### src/rtl/ntsc_timing_gen.sv
// 4fsc NTSC raster sequencer: H/V counters, SYNC/BLANK/BURST/ACTIVE flags and XR phase reset.
// Optional interlace (263-line odd field with half-line vsync offset) under NTSC_TG_INTERLACE_EN.
//
// state   | meaning
// --------+-------------------------------------------------
// ST_IDLE | raster stopped, all outputs at reset values
// ST_RUN  | counters advance on every CK_EE_i, flags decoded
module ntsc_timing_gen #(
  parameter int H_TOTAL   = 910,
  parameter int H_SYNC_W  = 67,
  parameter int BURST_ST  = 76,
  parameter int BURST_W   = 36,
  parameter int H_ACT_ST  = 160,
  parameter int H_ACT_W   = 720,
  parameter int V_TOTAL   = 262,
  parameter int V_SYNC_ST = 3,
  parameter int V_SYNC_W  = 3,
  parameter int V_ACT_ST  = 20,
  parameter int V_ACT_W   = 240
) (
  input  logic       CK_i,
  input  logic       ARST_i,
  input  logic       CK_EE_i,
  input  logic       EN_i,
  output logic [9:0] HCNT_o,
  output logic [8:0] VCNT_o,
  output logic       SYNC_o,
  output logic       BLANK_o,
  output logic       BURST_o,
  output logic       ACTIVE_o,
  output logic       HSTART_o,
  output logic       VSTART_o,
  output logic       XR_o,
  output logic       FIELD_o
);

  localparam logic [9:0] H_LAST    = 10'(H_TOTAL - 1);
  localparam logic [9:0] H_HALF    = 10'(H_TOTAL / 2);
  localparam logic [9:0] H_SW      = 10'(H_SYNC_W);
  localparam logic [9:0] SERR1_END = 10'(H_TOTAL / 2 - H_SYNC_W);
  localparam logic [9:0] SERR2_END = 10'(H_TOTAL - H_SYNC_W);
  localparam logic [9:0] BU_ST     = 10'(BURST_ST);
  localparam logic [9:0] BU_END    = 10'(BURST_ST + BURST_W);
  localparam logic [9:0] HA_ST     = 10'(H_ACT_ST);
  localparam logic [9:0] HA_END    = 10'(H_ACT_ST + H_ACT_W);
  localparam logic [8:0] V_LAST    = 9'(V_TOTAL - 1);
  localparam logic [8:0] VS_ST     = 9'(V_SYNC_ST);
  localparam logic [8:0] VS_END    = 9'(V_SYNC_ST + V_SYNC_W);
  localparam logic [8:0] VA_ST     = 9'(V_ACT_ST);
  localparam logic [8:0] VA_END    = 9'(V_ACT_ST + V_ACT_W);

  typedef enum logic {ST_IDLE, ST_RUN} state_t;
  state_t state;

  logic [9:0] h_nxt;
  logic [8:0] v_nxt;
  logic [8:0] v_last;
  logic       field_nxt;
  logic       vs_win;
  logic       serr_low;
  logic       sync_d;
  logic       burst_d;
  logic       active_d;

  // In IDLE the next counts are zero, which is exactly the first RUN sample.
  always_comb begin
    h_nxt     = '0;
    v_nxt     = '0;
    field_nxt = 1'b0;
`ifdef NTSC_TG_INTERLACE_EN
    v_last    = FIELD_o ? 9'(V_TOTAL) : V_LAST;
`else
    v_last    = V_LAST;
`endif
    if (state == ST_RUN) begin
      field_nxt = FIELD_o;
      v_nxt     = VCNT_o;
      if (HCNT_o == H_LAST) begin
        if (VCNT_o == v_last) begin
          v_nxt = '0;
`ifdef NTSC_TG_INTERLACE_EN
          field_nxt = ~FIELD_o;
`else
          field_nxt = 1'b0;
`endif
        end else begin
          v_nxt = VCNT_o + 9'd1;
        end
      end else begin
        h_nxt = HCNT_o + 10'd1;
      end
    end
  end

  always_comb begin
`ifdef NTSC_TG_INTERLACE_EN
    // Odd-field vsync window is shifted by half a line.
    if (field_nxt)
      vs_win = (v_nxt == VS_ST && h_nxt >= H_HALF) || (v_nxt > VS_ST && v_nxt < VS_END) ||
               (v_nxt == VS_END && h_nxt < H_HALF);
    else
      vs_win = (v_nxt >= VS_ST) && (v_nxt < VS_END);
`else
    vs_win = (v_nxt >= VS_ST) && (v_nxt < VS_END);
`endif
    serr_low = (h_nxt < SERR1_END) || (h_nxt >= H_HALF && h_nxt < SERR2_END);
    sync_d   = vs_win ? ~serr_low : ~(h_nxt < H_SW);
    burst_d  = ~vs_win && (h_nxt >= BU_ST) && (h_nxt < BU_END);
    active_d = (h_nxt >= HA_ST) && (h_nxt < HA_END) && (v_nxt >= VA_ST) && (v_nxt < VA_END);
  end

  always_ff @(posedge CK_i or posedge ARST_i) begin
    if (ARST_i) begin
      state    <= ST_IDLE;
      HCNT_o   <= '0;
      VCNT_o   <= '0;
      SYNC_o   <= 1'b1;
      BLANK_o  <= 1'b1;
      BURST_o  <= 1'b0;
      ACTIVE_o <= 1'b0;
      HSTART_o <= 1'b0;
      VSTART_o <= 1'b0;
      XR_o     <= 1'b0;
      FIELD_o  <= 1'b0;
    end else if (CK_EE_i) begin
      if (EN_i) begin
        state    <= ST_RUN;
        HCNT_o   <= h_nxt;
        VCNT_o   <= v_nxt;
        SYNC_o   <= sync_d;
        BLANK_o  <= ~active_d;
        BURST_o  <= burst_d;
        ACTIVE_o <= active_d;
        HSTART_o <= (h_nxt == 10'd0);
        VSTART_o <= (h_nxt == 10'd0) && (v_nxt == 9'd0);
        XR_o     <= 1'b1;
        FIELD_o  <= field_nxt;
      end else begin
        state    <= ST_IDLE;
        HCNT_o   <= '0;
        VCNT_o   <= '0;
        SYNC_o   <= 1'b1;
        BLANK_o  <= 1'b1;
        BURST_o  <= 1'b0;
        ACTIVE_o <= 1'b0;
        HSTART_o <= 1'b0;
        VSTART_o <= 1'b0;
        XR_o     <= 1'b0;
        FIELD_o  <= 1'b0;
      end
    end
  end

endmodule
### config.mk
export PLATFORM = sky130hd
export DESIGN_NAME = ntsc_timing_gen
export DESIGN_NICKNAME = d
export VERILOG_FILES = /design/src/rtl/ntsc_timing_gen.sv
export SDC_FILE = /design/constraint.sdc
export NUM_CORES = 1
export LEC_CHECK = 0
export CAP_MARGIN = 10
export CORE_ASPECT_RATIO = 0.7
export CORE_MARGIN = 5
export CORE_UTILIZATION = 55
export CTS_CLUSTER_SIZE = 16
export DETAILED_ROUTE_END_ITERATION = 12
export GPL_TIMING_DRIVEN = 0
export HOLD_SLACK_MARGIN = 0.05
export PLACE_DENSITY = 0.81
export SYNTH_ARGS = -nofsm -noshare
export SYNTH_HDL_FRONTEND = slang
export SYNTH_SLANG_ARGS = --single-unit
### constraint.sdc
create_clock -name CK_i -period 2.85 [get_ports CK_i]
set_clock_uncertainty 0.15 [all_clocks]
set_input_delay 0.57 -clock CK_i [delete_from_list [all_inputs] [get_ports CK_i]]
set_output_delay 0.57 -clock CK_i [all_outputs]
set_load 0.02 [all_outputs]
==> results of run 1 <==
sequential cells by signal, summed over array words and instances (netlist names):
register  cells
ACTIVE_o      1
BLANK_o       1
BURST_o       1
HCNT_o       10
HSTART_o      1
SYNC_o        1
VCNT_o        9
VSTART_o      1
XR_o          1
kinds of logic (layout without fill, tap and decap cells):
| group | after synthesis | in the layout |
|---|---|---|
| compound gates | 69 | 69 |
| xor+xnor | 9 | 9 |
| fa+ha+maj | 4 | 4 |
| buf+inv | 35 | 71 |
| flops | 26 | 26 |
| mux | 5 | 5 |
| other cells | 1 | 1 |
| simple gates | 103 | 103 |
layer usage:
metal  vias to the layer above  wire length, um  track usage [%]
met5                         -                0                0
met4                         0               48             4.82
met3                         8              704             6.32
met2                       141             2350             32.7
met1                      1009             2660             33.0
li1                       1009                -                -
Yosys cell counts (3+ instances only):
| library cell | instances | share of area (%) |
|---|---|---|
| o21ai_1 | 3 | 0.71 |
| o31ai_1 | 4 | 1.4 |
| o21a_1 | 3 | 1.1 |
| ha_1 | 4 | 2.4 |
| dfrtp_1 | 24 | 29 |
| nor2_1 | 18 | 3.2 |
| nor4_4 | 3 | 3.0 |
| a21oi_1 | 4 | 0.95 |
| clkbuf_1 | 5 | 0.89 |
| xnor2_1 | 8 | 3.3 |
| o32ai_1 | 4 | 1.7 |
| nor3_1 | 7 | 1.7 |
| o21ai_0 | 17 | 4.0 |
| nand4_1 | 8 | 2.4 |
| buf_2 | 7 | 1.7 |
| o22ai_1 | 10 | 3.0 |
| nand3_1 | 11 | 2.6 |
| nand2_1 | 25 | 4.5 |
| mux2i_1 | 4 | 1.9 |
| a31oi_1 | 6 | 1.8 |
| inv_1 | 19 | 3.4 |
worst register-to-register path: cells and delay by family, from the launching register on:
| kind | cells | cell delay, ns |
|---|---|---|
| AOI/OAI and AO/OA | 3 | 0.44 |
| and+or+nand+nor | 3 | 0.92 |
| DFF | 1 | 0.45 |
| buffers and inverters | 1 | 0.10 |
| adders and majority gates | 1 | 0.22 |
| muxes | 1 | 0.37 |
worst max path at each step:
stage	start	to	slack, ns	depth (start not counted)
2_1_floorplan	HCNT_o[0]	SYNC_o	0.36	8
3_3_place_gp	HCNT_o[0]	HCNT_o[5]	0.15	7
3_5_place_dp	HCNT_o[0]	HCNT_o[5]	0.16	7
4_1_cts	HCNT_o[0]	HCNT_o[5]	0.13	7
5_1_grt	HCNT_o[1]	SYNC_o	0.01	9
6_report	HCNT_o[1]	SYNC_o	0.14	9
cell usage in the layout, fill, tap and decap left out, types with 3 or more instances in the layout:
cell | Yosys | final
buf_2 | 7 | 7
clkbuf_1 | 5 | 5
a31oi_1 | 6 | 6
clkbuf_8 | 0 | 3
ha_1 | 4 | 4
mux2i_1 | 4 | 3
o21ai_0 | 17 | 17
o22ai_1 | 10 | 10
nand2_1 | 25 | 25
nor3_1 | 7 | 7
nand3_1 | 11 | 11
inv_1 | 19 | 19
nand4_1 | 8 | 8
nor2_1 | 18 | 18
a21oi_1 | 4 | 4
dfrtp_1 | 24 | 23
o32ai_1 | 4 | 4
o21a_1 | 3 | 3
o21ai_1 | 3 | 3
xnor2_1 | 8 | 8
nor4_4 | 3 | 3
buf_4 | 2 | 5
clkdlybuf4s50_1 | 0 | 29
o31ai_1 | 4 | 4
cell type report:
cell class                 instances  area [um^2]  share of cell area (%)
clock buffer                       3         41.3                    1.62
multi-input combinational        191         1300                    50.8
timing repair buffer              32          313                    12.2
clock inverter                     1         30.0                    1.18
sequential                        26          654                    25.6
inverter                          20         75.1                    2.94
buffer                            15         80.1                    3.13
tap                               50         62.6                    2.45
repair_timing:
| item | CTS | global route |
|---|---|---|
| hold buffers | 0 | 0 |
| endpoints found under the setup margin | 0 | 3 |
| setup buffers | 0 | 3 |
| gates resized for setup | 0 | 2 |
power groups by stage:
stage / registers (mW) / clock network [mW] / logic [mW]
2_1_floorplan: 0.403 / 0 / 0.0497
3_3_place_gp: 0.393 / 0 / 0.0988
3_5_place_dp: 0.393 / 0 / 0.0989
4_1_cts: 0.386 / 0.322 / 0.0998
5_1_grt: 0.389 / 0.337 / 0.110
6_report: 0.387 / 0.311 / 0.100
==> metrics.md, run 1 <==
| Metric | Value |
|---|---|
| Reg-to-Reg End | SYNC_o |
| Cell leakage power | about 0.94 nW |
| Place WS | approximately 0.16 ns |
| Fmax | between 300 and 400 MHz |
| Reg2reg setup slack | ~0.14 ns |
| Syn_nets | 260 |
| Core area | between 3000 and 4000 um^2 |
| EDFF count, synth | 0 |
| Post-route setup slack | ~0.14 ns |
| Combinational share of power | 12.6% |
| TNS Setup | 0 ns |
| Synth Instances | about 250 |
| Site Rows | 18 |
| Launch point of the worst reg-to-reg path | HCNT_o[1] |
| Gr ovfl total | 0 |
| Max-cap viol count | 0 |
| Setup Crit Path Kind | flip-flop to flip-flop |
| Critical Path Fanout Max | 6 |
| H-tree depth | 1 |
| Status | completed |
| # diodes | 0 |
| Number of global-route vias before repair | 1,817 |
| WL per Instance | about 17 um |
| Slowest cell on the critical path | dfrtp_1 |
| WL final | roughly 5800 um |
| Post-layout util | a little under three quarters |
| # DRC | 0 |
| Detailed Routing Iterations Pass 1 | 8 |
| Initial DRC count | about 320 |
| Relative slew slack | 31.1% |
| GP Congestion | 0.921 |
| Hold Fails Final Rpt | 0 |
| Clk Latency, worst-skew pair | between 0.2 and 0.3 ns |
| Worst Hold Launch | BLANK_o |
| Via count | approximately 2,200 |
| R2r worst-path depth | 9 |
| Total Nets Final | between 200 and 300 |
| Layout area overhead | 21.5% |
| RSZ-0062 raised after global routing | no |
| Max VDD drop | ~0.3 mV |
| Largest family of logic cells by synthesized area | simple AND/OR/NAND/NOR gates |
| Sw frac | between 20% and 30% |
| FFs w/ async S/R, synth | 100% |
| Synth Area in Simple Gates | 30.0% |
| Reg clk slew, reported paths | 0.09 ns |
| Primary FF master, synth | dfrtp_1 |
| Number of warnings issued by yosys | 0 |
| Worst Hold Depth | 1 |
| Worst Tran Pin Value | 1.03 ns |
| Synthesized flop and latch total | 26 |
| Fill cells | slightly below 300 |
| Worst endpoint data arrival time | around 2.8 ns |
| Largest net degree at the start of global routing | 27 |
| CP top delay family | simple AND/OR/NAND/NOR gates |
| Sinks on the clock net | 26 |
| Die height | roughly 62 um |
| Dpl cell area | roughly 2500 um^2 |
| First-pass GRT wire length | a little over 9000 um |
| Top-Level Pins | 31 |
| Final cycle utilization of the critical path | between 90 and 100% |
| Compound-Gate Fraction of Synth Area | a little under a quarter |
| TritonCTS clock tree | done |
| Hold Crit Class | flip-flop to flip-flop |
| Max-slew violation count | 0 |
| CTS buffer count | 3 |
| Critical path endpoint category | flip-flop |
| Port Buffers | 29 |
| Pwr/cell area | roughly 310 nW/um^2 |
| Synth Area per Inst | approximately 8.3 um^2 |
| Full die area | approximately 5200 um^2 |
| Initial Util | 58.4% |
| Startpoint Class | flip-flop |
| ANT nets after route | 0 |
| XOR/XNOR Fraction of Synth Area | under 10% |
| Critical Path Max Stage Delay | ~0.45 ns |
| Total power | ~0.80 mW |
| Synth cell types | 63 |
| Internal | between 0.6 and 0.7 mW |
| Part of the power in registers | between 40% and 50% |
| Clock power share | 39.0% |
| Worst path bufs/invs | 1 |
| Final worst path period need | about 2.7 ns |
| CP cell instances | inv_1 > ha_1 > nand4b_2 > nor4_2 > mux2i_2 > o21bai_1 > nor3_2 > o32ai_1 > a31oi_1 |
| Area of the mapped netlist | 2100 um^2 |
| Synth Area in Adders | under 10% |
| Clock Path Buffers | 2 |
| Finished Cell Area | between 2000 and 3000 um^2 |
| Worst Path Required | 2.91 ns |
| Hold path endpoint | BLANK_o |
| Seq/Total Area, Yosys | 31.1% |
| Overall Global Routing Usage | 22.3% |
| DP Wirelength | about 4300 um |
| Final Setup Violations | 0 |
| Root Driver | clkbuf_8 |
| Net Sw Power | slightly below 0.2 mW |
| Layout cells sized above 1 | 13.9% |
| Initial antenna violation count | 0 |
| Mux cell area share after synthesis | between 2 and 3% |
| Chip width | between 80 and 90 um |
| Fin cells | around 340 |
| Placed insts | 331 |
| Vias per inst | 6.41 |
| Final hold slack | 0.376 ns |
No activity file was read; power rests on OpenSTA's default activity.
==> run 2, diff against run 1 <==
--- a/config.mk
+++ b/config.mk
@@ -5,15 +5,15 @@
 export SDC_FILE = /design/constraint.sdc
 export NUM_CORES = 1
 export LEC_CHECK = 0
-export CAP_MARGIN = 10
 export CORE_ASPECT_RATIO = 0.7
 export CORE_MARGIN = 5
 export CORE_UTILIZATION = 55
 export CTS_CLUSTER_SIZE = 16
 export DETAILED_ROUTE_END_ITERATION = 12
 export GPL_TIMING_DRIVEN = 0
-export HOLD_SLACK_MARGIN = 0.05
+export HOLD_SLACK_MARGIN = 0.15
 export PLACE_DENSITY = 0.81
 export SYNTH_ARGS = -nofsm -noshare
 export SYNTH_HDL_FRONTEND = slang
 export SYNTH_SLANG_ARGS = --single-unit
+export TNS_END_PERCENT = 10
==> metrics.md, run 2 (synthesis results as in run 1) <==
| Metric | Value |
|---|---|
| WL per Instance | 16.8 um (was 17.0 um) |
| Leading registers by flop count | HCNT_o (10), VCNT_o (9) (unchanged) |
| Via count | 2,150 (was 2,167) |
| R2r worst-path depth | 8 (was 9) |
| Finished Cell Area | 2550 um^2 (about the same) |
| Relative slew slack | 30.6% (was 31.1%) |
| Sinks on the clock net | 26 (unchanged) |
| Fmax | 365 MHz (was 369 MHz) |
| Worst endpoint data arrival time | 2.80 ns (was 2.77 ns) |
| RSZ-0062 raised after global routing | yes (was no) |
| Pwr/cell area | 314 nW/um^2 (was 312 nW/um^2) |
| Layout area overhead | 21.2% (was 21.5%) |
| Port Buffers | 29 (unchanged) |
| Initial antenna violation count | 0 (unchanged) |
| Total power | 0.800 mW (was 0.798 mW) |
| Hold Crit Class | flip-flop to flip-flop (unchanged) |
| Worst Tran Pin Value | 1.04 ns (was 1.03 ns) |
| Max-cap viol count | 0 (unchanged) |
| Critical Path Fanout Max | 8 (was 6) |
| GP Congestion | 0.921 (unchanged) |
| # diodes | 0 (unchanged) |
| CTS buffer count | 3 (unchanged) |
| Commonest non-fill, non-tap cell in the layout | clkdlybuf4s50_1 (unchanged) |
| Layout cells sized above 1 | 13.2% (was 13.9%) |
| Site Rows | 18 (unchanged) |
| Fill cells | 298 (unchanged) |
| Biggest register | HCNT_o (unchanged) |
| DP Wirelength | 4290 um (unchanged) |
| Commonest non-fill, non-tap cells in the layout | clkdlybuf4s50_1, nand2_1, dfrtp_1 (unchanged) |
| Count of hold-fix buffers inserted at cts | 0 (unchanged) |
| Startpoint Class | flip-flop (unchanged) |
| Status | completed (unchanged) |
| Max VDD drop | 0.299 mV (was 0.297 mV) |
| WL final | 5680 um (was 5760 um) |
| Chip width | 83.9 um (unchanged) |
| Gr ovfl total | 0 (unchanged) |
| Core area | 3600 um^2 (unchanged) |
| Setup Crit Path Kind | flip-flop to flip-flop (unchanged) |
| Final hold slack | 0.376 ns (about the same) |
| Root Driver | clkbuf_8 (unchanged) |
| Post-route setup slack | 0.109 ns (was 0.141 ns) |
| Final cycle utilization of the critical path | 96.2% (was 95.0%) |
| Final Setup Violations | 0 (unchanged) |
| Final worst path period need | 2.74 ns (was 2.71 ns) |
| Setup bufs post-CTS | 0 (unchanged) |
| Worst Hold Depth | 1 (unchanged) |
| Initial DRC count | 226 (was 317) |
| Overall Global Routing Usage | 22.3% (unchanged) |
| Top-Level Pins | 31 (unchanged) |
| Critical path endpoint category | flip-flop (unchanged) |
| Die height | 61.7 um (unchanged) |
| Full die area | 5180 um^2 (unchanged) |
| ANT nets after route | 0 (unchanged) |
| First-pass GRT wire length | 9160 um (unchanged) |
| Gates resized, CTS repair | 0 (unchanged) |
| Hold Fails Final Rpt | 0 (unchanged) |
| Number of global-route vias before repair | 1,817 (unchanged) |
| Worst Path Required | 2.91 ns (about the same) |
| Reg clk slew, reported paths | 0.10 ns (was 0.09 ns) |
| Max FFs per register | 10 (unchanged) |
| Clk Latency, worst-skew pair | 0.28 ns (about the same) |
| Vias per inst | 6.36 (was 6.41) |
| Dpl cell area | 2460 um^2 (unchanged) |
| Initial Util | 58.4% (unchanged) |
| Total Nets Final | 297 (unchanged) |
| H-tree depth | 1 (unchanged) |
| Clock Path Buffers | 2 (unchanged) |
| # DRC | 0 (unchanged) |
| TritonCTS clock tree | done (unchanged) |
| Max-slew violation count | 0 (unchanged) |
| Cell leakage power | 0.941 nW (about the same) |
| Place WS | 0.156 ns (unchanged) |
| Largest net degree at the start of global routing | 27 (unchanged) |
| Detailed Routing Iterations Pass 1 | 5 (was 8) |
## run 2: cell counts in the layout (fill, tap and decap cells not counted)
No cell type changed its count.
## run 2: worst paths after layout
kind,from,endpoint,slack (ns)
min,BLANK_o,BLANK_o,0.38
max,HCNT_o[0],SYNC_o,0.11
min reg2reg,BLANK_o,BLANK_o,0.38
min in group asynchronous,ARST_i,HCNT_o[4],0.69
max reg2reg,HCNT_o[0],SYNC_o,0.11
max in group asynchronous,ARST_i,HCNT_o[2],1.23
## run 2: power by group
part	switching (mW)	total, mW	internal [mW]
sequential	0.00860	0.386	0.378
clock	0.125	0.313	0.188
combinational	0.0646	0.100	0.0359
## run 2: area by class of cell
| class | instances | area (um^2) | share of cell area [%] |
|---|---|---|---|
| tap | 50 | 62.6 | 2.45 |
| timing repair buffer | 32 | 313 | 12.3 |
| clock inverter | 1 | 30.0 | 1.18 |
| inverter | 20 | 75.1 | 2.94 |
| multi-input combinational | 191 | 1290 | 50.8 |
| buffer | 15 | 80.1 | 3.14 |
| clock buffer | 3 | 41.3 | 1.62 |
| sequential | 26 | 653 | 25.6 |
## run 2: stage by stage
step | std cells | setup TNS [ns] | utilization, %
after floorplan | 252 | 0 | -
after global placement | 331 | 0 | 68.2
after detailed placement | 331 | 0 | 68.2
after CTS | 335 | 0 | 70.1
after global routing | 338 | -0.00704 | 70.8
final | 338 | 0 | 70.8
## run 2: per-layer routing
layer / track usage [%] / vias up / wire length, um
li1: - / 1008 / -
met1: 33.0 / 1025 / 2740
met2: 32.7 / 109 / 2310
met3: 6.32 / 8 / 584
met4: 4.82 / 0 / 40
met5: 0 / - / 0
## run 2: worst max-delay path, cell delays in order (launching register included)
cell	delay (ns)
dfrtp_1	0.51
ha_1	0.28
nand4b_2	0.28
nor4_2	0.35
mux2i_1	0.40
o21bai_1	0.17
nor3_2	0.24
o32ai_1	0.12
a31oi_1	0.16
